`src/rtl/serial_adder_pkg.sv`:
```
// serial_adder_pkg
// Shared types and sizing helpers for the bit-serial adder.
//   state_e    : controller states (IDLE, CALC, DONE)
//   cnt_width  : width of the bit counter for a given operand width
package serial_adder_pkg;

    typedef enum logic [1:0] {
        IDLE = 2'd0,
        CALC = 2'd1,
        DONE = 2'd2
    } state_e;

    localparam int unsigned NBITS_DEFAULT = 32'd8;
    localparam int unsigned CNT_W_DEFAULT = $clog2(NBITS_DEFAULT);

    // Counter width: clog2(n) is enough because the counter only has to reach
    // n-1 before the DONE transition; keep at least one bit for tiny widths.
    function automatic int unsigned cnt_width(input int unsigned n);
        int unsigned w;
        w = $clog2(n);
        if (w < 32'd1) begin
            w = 32'd1;
        end else begin
            w = w;
        end
        return w;
    endfunction

endpackage

```
`src/rtl/HA_rtl.sv`:
```
// HA_rtl
// One-bit half-adder cell.
//   a, b : input bits
//   sum  : a xor b
//   cout : a and b
module HA_rtl (
    input  logic a,
    input  logic b,
    output logic sum,
    output logic cout
);

    assign sum  = a ^ b;
    assign cout = a & b;

endmodule

```
`src/rtl/fa_from_ha.sv`:
```
// fa_from_ha
// Combinational one-bit full adder assembled from two half-adder cells.
//   a, b, cin : input bits
//   sum       : a xor b xor cin
//   cout      : carry out; the two half-adder carries can never both be 1,
//               so a plain OR merges them
module fa_from_ha (
    input  logic a,
    input  logic b,
    input  logic cin,
    output logic sum,
    output logic cout
);

    logic s1_s;
    logic c1_s;
    logic c2_s;

    HA_rtl u_ha0 (
        .a    (a),
        .b    (b),
        .sum  (s1_s),
        .cout (c1_s)
    );

    HA_rtl u_ha1 (
        .a    (s1_s),
        .b    (cin),
        .sum  (sum),
        .cout (c2_s)
    );

    assign cout = c1_s | c2_s;

endmodule

```
`src/rtl/serial_adder.sv`:
```
// serial_adder
// Bit-serial adder: captures two nbits-wide operands over a val/rdy handshake,
// adds them LSB-first one bit per clock through a single full adder, and
// returns the sum and carry-out over a second val/rdy handshake.
//   clk, reset_n       : clock, asynchronous active-low reset
//   in_val/in_rdy      : operand handshake (in_rdy only in IDLE)
//   in_a, in_b         : operands
//   out_val/out_rdy    : result handshake (out_val only in DONE)
//   out_sum, out_cout  : result, forced to 0 outside DONE
module serial_adder
    import serial_adder_pkg::*;
#(
    parameter int unsigned nbits = 8
) (
    input  logic             clk,
    input  logic             reset_n,
    input  logic             in_val,
    output logic             in_rdy,
    input  logic [nbits-1:0] in_a,
    input  logic [nbits-1:0] in_b,
    output logic             out_val,
    input  logic             out_rdy,
    output logic [nbits-1:0] out_sum,
    output logic             out_cout
);

    localparam int unsigned      CNT_W    = cnt_width(nbits);
    localparam logic [CNT_W-1:0] LAST_CNT = CNT_W'(nbits - 32'd1);

    state_e             state_q,  state_d;
    logic [nbits-1:0]   a_q,      a_d;
    logic [nbits-1:0]   b_q,      b_d;
    logic [nbits-1:0]   sum_q,    sum_d;
    logic               carry_q,  carry_d;
    logic [CNT_W-1:0]   count_q,  count_d;

    logic               fa_sum_s;
    logic               fa_cout_s;

    fa_from_ha u_fa (
        .a    (a_q[0]),
        .b    (b_q[0]),
        .cin  (carry_q),
        .sum  (fa_sum_s),
        .cout (fa_cout_s)
    );

    // State, operand/sum shift registers, carry and bit counter.
    always_ff @(posedge clk or negedge reset_n) begin
        if (!reset_n) begin
            state_q <= IDLE;
            a_q     <= '0;
            b_q     <= '0;
            sum_q   <= '0;
            carry_q <= 1'b0;
            count_q <= '0;
        end else begin
            state_q <= state_d;
            a_q     <= a_d;
            b_q     <= b_d;
            sum_q   <= sum_d;
            carry_q <= carry_d;
            count_q <= count_d;
        end
    end

    // Next-state and datapath update.
    always_comb begin
        state_d = state_q;
        a_d     = a_q;
        b_d     = b_q;
        sum_d   = sum_q;
        carry_d = carry_q;
        count_d = count_q;
        case (state_q)
            IDLE: begin
                // Operands are only sampled on a real handshake, so values
                // on in_a/in_b at any other time never reach state.
                if (in_val) begin
                    a_d     = in_a;
                    b_d     = in_b;
                    sum_d   = '0;
                    carry_d = 1'b0;
                    count_d = '0;
                    state_d = CALC;
                end else begin
                    state_d = IDLE;
                end
            end
            CALC: begin
                // After nbits shifts the first (LSB) sum bit has walked down
                // to bit 0, leaving the result in natural order.
                sum_d   = {fa_sum_s, sum_q[nbits-1:1]};
                a_d     = a_q >> 1;
                b_d     = b_q >> 1;
                carry_d = fa_cout_s;
                count_d = count_q + CNT_W'(1);
                if (count_q == LAST_CNT) begin
                    state_d = DONE;
                end else begin
                    state_d = CALC;
                end
            end
            DONE: begin
                if (out_rdy) begin
                    state_d = IDLE;
                end else begin
                    state_d = DONE;
                end
            end
            default: begin
                state_d = IDLE;
            end
        endcase
    end

    // Handshake flags and result outputs, decoded from registered state only.
    always_comb begin
        in_rdy   = 1'b0;
        out_val  = 1'b0;
        out_sum  = '0;
        out_cout = 1'b0;
        if (state_q == DONE) begin
            out_val  = 1'b1;
            out_sum  = sum_q;
            out_cout = carry_q;
        end else if (state_q == IDLE) begin
            in_rdy = 1'b1;
        end else begin
            in_rdy = 1'b0;
        end
    end

endmodule
```
`config.mk`:
```
export PLATFORM = sky130hd
export DESIGN_NAME = serial_adder
export DESIGN_NICKNAME = d
export VERILOG_FILES = /design/src/rtl/serial_adder_pkg.sv /design/src/rtl/HA_rtl.sv /design/src/rtl/fa_from_ha.sv /design/src/rtl/serial_adder.sv
export SDC_FILE = /design/constraint.sdc
export NUM_CORES = 1
export LEC_CHECK = 0
export BUFFER_PORTS_ARGS = -buffer_cell sky130_fd_sc_hd__buf_2
export CORE_UTILIZATION = 43
export CTS_CLUSTER_DIAMETER = 30
export DETAILED_ROUTE_END_ITERATION = 8
export PLACE_DENSITY = 0.62
export REMOVE_ABC_BUFFERS = 1
export SLEW_MARGIN = 0
export SYNTH_ARGS = -nofsm -noshare
export SYNTH_HDL_FRONTEND = slang
export SYNTH_HIERARCHICAL = 1
export SYNTH_SLANG_ARGS = --single-unit
```
`constraint.sdc`:
```
create_clock -name clk -period 1.7 [get_ports clk]
set_clock_uncertainty 0.1 [all_clocks]
set_input_delay 0.17 -clock clk [delete_from_list [all_inputs] [get_ports clk]]
set_output_delay 0.17 -clock clk [all_outputs]
set_load 0.01 [all_outputs]
```
-- Yosys cells after proc, flatten, opt, wreduce, memory -nomap -nowiden
Cells that the tools add are included.
- flip-flop bits (word level): 30
- input port bits: 20
- output and inout port bits: 11
- logic and storage cells: 38
- add/sub/neg operators: 1
- equality and inequality tests: 4
- muxes and demuxes: 19
- bitwise logic cells: 5
- reductions and logical operators: 3
- operators with widths (operator ; number):
    $pmux 8 s2 ; 3
    $mux 8 ; 4
    $mux 1 ; 6
    $pmux 2 s3 ; 1
    $pmux 3 s2 ; 1
    $mux 2 ; 2
    $add 3x1->3 const B ; 1
    $eq 3x3->1 const B ; 1
    $mux 3 ; 1
    $and 1x1->1 ; 2
    $eq 2x1->1 const B ; 1
    $eq 2x2->1 const B ; 1
    $logic_not 2->1 ; 1
    $ne 2x2->1 const B ; 1
    $pmux 1 s2 ; 1
    $reduce_and 2->1 ; 1
    $reduce_bool 2->1 ; 1
    $xor 1x1->1 ; 2
    $or 1x1->1 ; 1

-- Depth between registers and ports, before layout
- word-level depth: 4
- gate-level depth with buffers: 4
- depth with buffers taken out: 4

-- Modules after synthesis
The synthesis kept the hierarchy.
- modules (own cells, without submodules) (module ; times used ; cells each ; area each (um^2) ; seq. area each (um^2)):
    serial_adder ; 1 ; 123 ; 1478.9 ; 750.7
    HA_rtl ; 2 ; 1 ; 12.5 ; 0.0
    fa_from_ha ; 1 ; 1 ; 6.3 ; 0.0

-- Least setup slack after synthesis
OpenSTA, ideal clock, no wires.
- path type: register -> register
- start: register a_q[0]
- end: register carry_q
- setup time: 121 ps
- data arrival time: 1226 ps
- data required time: 1479 ps
- setup slack: 253 ps
- cell stages (with the launch flop): 5
- path buffers: 0
- clock period less this slack: 1447 ps
- cell sequence: dfrtp_1 ha_1 ha_1 or2_1 a22o_1
- longest elaborated chain between the ends: 4
- elaborated cells on any way between the ends: 5
- those cells by class: 1 x mux; 4 x bitwise
- ends and longest elaborated chain (item ; RTL line ; text):
    from (decl) ; serial_adder.sv:31 ; logic [nbits-1:0] a_q, a_d;
    from (signal assigned) ; serial_adder.sv:52 ; a_q <= '0;
    from (signal assigned) ; serial_adder.sv:59 ; a_q <= a_d;
    $xor 1x1->1 ; HA_rtl.sv:13 ; assign sum = a ^ b;
    net u_fa.s1_s ; fa_from_ha.sv:15 ; logic s1_s;
    $and 1x1->1 ; HA_rtl.sv:14 ; assign cout = a & b;
    net u_fa.c2_s ; fa_from_ha.sv:17 ; logic c2_s;
    $or 1x1->1 ; fa_from_ha.sv:33 ; assign cout = c1_s | c2_s;
    net fa_cout_s ; serial_adder.sv:38 ; logic fa_cout_s;
    $pmux 1 s2 ; serial_adder.sv:75 ; case (state_q)
    to (signal assigned) ; serial_adder.sv:62 ; carry_q <= carry_d;
    to (decl) ; serial_adder.sv:34 ; logic carry_q, carry_d;
The timed path passes the listed nets, and every way through them passes these cells.
A chain may end at the register's enable or synchronous reset.

-- Worst setup path in the final report
- start: register state_q[0]
- end: output out_sum[2]
- longest elaborated chain between the ends: 2
- ends and longest elaborated chain (item ; RTL line ; text):
    from (decl) ; serial_adder.sv:30 ; state_e state_q, state_d;
    from (signal assigned) ; serial_adder.sv:58 ; state_q <= state_d;
    $eq 2x2->1 ; serial_adder.sv:123 ; if (state_q == DONE) begin
    $mux 8 ; serial_adder.sv:123 ;
    to (decl) ; serial_adder.sv:23 ; output logic [nbits-1:0] out_sum,
No other way between the ends.

==> results.yml <==
outcome:
  status: "completed"
drt:
  dr_total_vias: 1104
  ant_nets: 0
  wl_um: 3000
  drc: 0
  wl_per_cell_um: 14.5
  firstDrtPassIters: 4
  drt_iter0_drc: 33
  vias_per_cell: 5.33
placed_design:
  dp_cells: 194
  post-dp-hpwl_um: 1920
  placed_cell_area_um2: 1700
  routabilityCongestion: 0.717
  port_buffers: 30
critical_path:
  rr_startpoint: "state_q[0]"
  end_kind: "primary output"
  rrSetupSlack_ns: 0.15
  cp.arrival_ns: 1.33
  worst_r2r_endpoint: "b_q[6]"
  reg2regPathDepth: 4
  slowest_delay_ns: 0.39
  crit_fanout: 6
  path_cells: "buf_6 -> nor2b_4 -> buf_6 -> and2_1 -> buf_2"
  crit_top_cell: "buf_6"
  critPathKind: "reg -> out"
  startpoint_type: "flop"
  cp_slowest_cell: "dfrtp_1"
  cp.required_ns: 1.43
timing:
  setup_viol: 0
  hold_slack_ns: 0.0581
  fmax_ghz: 0.624
  period_share: 0.942
  rsz0062_at_grt: "false"
  worst_pin_slew_ns: 0.661
  hold_viol_final: 0
  relSlewSlack: 0.559
  maxSlewViolCount: 0
  min_period_ns: 1.60
yosys:
  avgSynthCellArea_um2: 12.0
  ys_ff_latch: 30
  synth.yosys.warnings: 6
  ys_types: 26
  synth_top_family_by_area: "simple AND/OR/NAND/NOR gates"
  synthXorXnorAreaFrac: 0
  synth_compound_area_frac: 0.193
  netlist_instances: 126
  synth-simple-area-share: 0.206
  synthMuxAreaShare: 0.00663
  seq_area_frac_synth: 0.497
  syn_area_um2: 1510
  synthAdderAreaFrac: 0.0331
power_and_ir_drop:
  power.density_nw_per_um2: 1530
  leakage_uw: 0.000877
  ir_drop_uv: 627
layout:
  num_antenna_cells: 0
  final_cell_mix: "29 x dfrtp_1, 25 x buf_2, 12 x a22o_1"
  final_common_cell: "dfrtp_1"
  instances_no_fill: 207
  n_fill_cell: 332
  drive_gt1_frac: 0.398
  final_cell_area_um2: 1860
  fin_nets: 185
  syn_to_final_growth_pct: 22.9
global_routing:
  grt_max_degree: 31
  antenna_found_initial: 0
  gr-usage-all-layers: 0.179
  grt_pass1_vias: 1048
  grt_overflow: 0
  grt_pass1_wl_um: 4710
floorplanning:
  die_area_um2: 3750
  chipWidth_um: 61.3
  start_util: 0.449
  io-pin-count: 31
  coreArea_um2: 3360
  die_h_um: 61.3
  std_cell_rows: 21
clock_network:
  clock_path_buffers: 2
  cts_sinks: 30
  htree_levels: 2
  cts_tree: "yes"
  cts_made_buffers: 5
  cts-root-buf: "clkbuf_4"
  clk_latency_ns: 0.32
  path_clk_slew_ns: 0.10
hold_path:
  hold_class: "in -> reg"
  holdCritStartpoint: "out_rdy"
  min_to: "state_q[1]"
  min_path_cells: 3
job:
  drv_cap: 0
==> registers in the layout, summed over array words and instances (netlist names) <==
signal   count
a_q          8
sum_q        8
carry_q      1
state_q      2
b_q          8
count_q      3
==> area by class of cell <==
| type | instances | area (µm²) | area share |
|---|---|---|---|
| Sequential cell | 30 | 752 | 0.405 |
| Multi-Input combinational cell | 76 | 683 | 0.368 |
| Timing Repair Buffer | 41 | 290 | 0.156 |
| Tap cell | 46 | 57.6 | 0.0310 |
| Clock buffer | 5 | 37.5 | 0.0202 |
| Inverter | 7 | 26.3 | 0.0142 |
| Clock inverter | 2 | 10.0 | 0.00539 |
==> critical path, delay by kind of cell (launching register included) <==
kind | cells | cell delay (ns)
buffers and inverters | 3 | 0.38
flip-flops | 1 | 0.39
AND/OR/NAND/NOR | 2 | 0.24
==> logic make-up after synthesis <==
kind of cell    Yosys count
fa+ha+maj                 4
mux                       1
buf+inv                  20
compound gates           31
simple gates             40
flops                    30
==> cells in the mapped netlist <==
cell type / instances / area share
clkbuf_1: 3 / 0.0075
nor2_1: 1 / 0.0025
nor4bb_1: 2 / 0.013
and2b_1: 1 / 0.0050
buf_2: 7 / 0.023
o21bai_4: 1 / 0.012
o221a_2: 8 / 0.060
a21oi_1: 1 / 0.0033
inv_1: 7 / 0.017
ha_1: 4 / 0.033
clkbuf_2: 1 / 0.0033
a22o_1: 12 / 0.070
buf_4: 1 / 0.0050
and2_1: 9 / 0.037
nor3b_1: 8 / 0.040
nor2b_1: 1 / 0.0041
a211o_1: 2 / 0.012
dfrtp_1: 30 / 0.50
o21ba_2: 1 / 0.0066
or2_1: 1 / 0.0041
mux2i_1: 1 / 0.0066
nand2b_1: 3 / 0.012
a211oi_1: 6 / 0.030
or4b_1: 8 / 0.053
nor4b_1: 6 / 0.035
buf_6: 1 / 0.0075
==> metrics by stage <==
| stage | TNS [ns] | util | total power, µW | setup WS, ns |
|---|---|---|---|---|
| after detailed placement | 0 | 0.505 | 2400 | 0.165 |
| after floorplan | -0.0117 | - | 2040 | -0.00130 |
| after global placement | 0 | 0.505 | 2340 | 0.204 |
| after global routing | 0 | 0.552 | 3060 | 0.000518 |
| final | 0 | 0.552 | 2830 | 0.0979 |
| after CTS | 0 | 0.534 | 2830 | 0.0132 |
==> layer usage <==
layer / GRT usage / vias up / share of wire
met5: 0 / - / 0
met4: 0.0812 / 0 / 0.0050
met3: 0.0588 / 2 / 0.040
met2: 0.293 / 32 / 0.48
met1: 0.214 / 524 / 0.47
li1: - / 546 / -
==> repair_timing <==
item / in CTS / in global routing
cloned: 1 / 0
endpoints found under the setup margin: 10 / 9
pin swaps: 0 / 0
hold endpoints to repair: 30 / 0
resized for setup: 5 / 14
hold buffers: 1 / 0
buffers inserted: 3 / 1
==> power by group <==
part,leakage [µW],total (µW),internal [µW],switching [µW]
Sequential,0.000364,1260,1050,215
Combinational,0.000483,1190,647,538
Clock,0.0000308,387,148,239
==> how the worst max path moves through the flow <==
stage | from | end | slack, ns | depth (start not counted)
floorplan | state_q[1] | out_cout | -0.001 | 2
finish | state_q[0] | out_sum[2] | 0.1 | 5
CTS | state_q[0] | out_sum[6] | 0.01 | 5
global route | state_q[0] | out_sum[4] | 0.0005 | 5
global placement | a_q[0] | carry_q | 0.20 | 4
detailed placement | state_q[1] | b_q[4] | 0.17 | 3
Note: power is estimated with default switching activity, not from simulation.
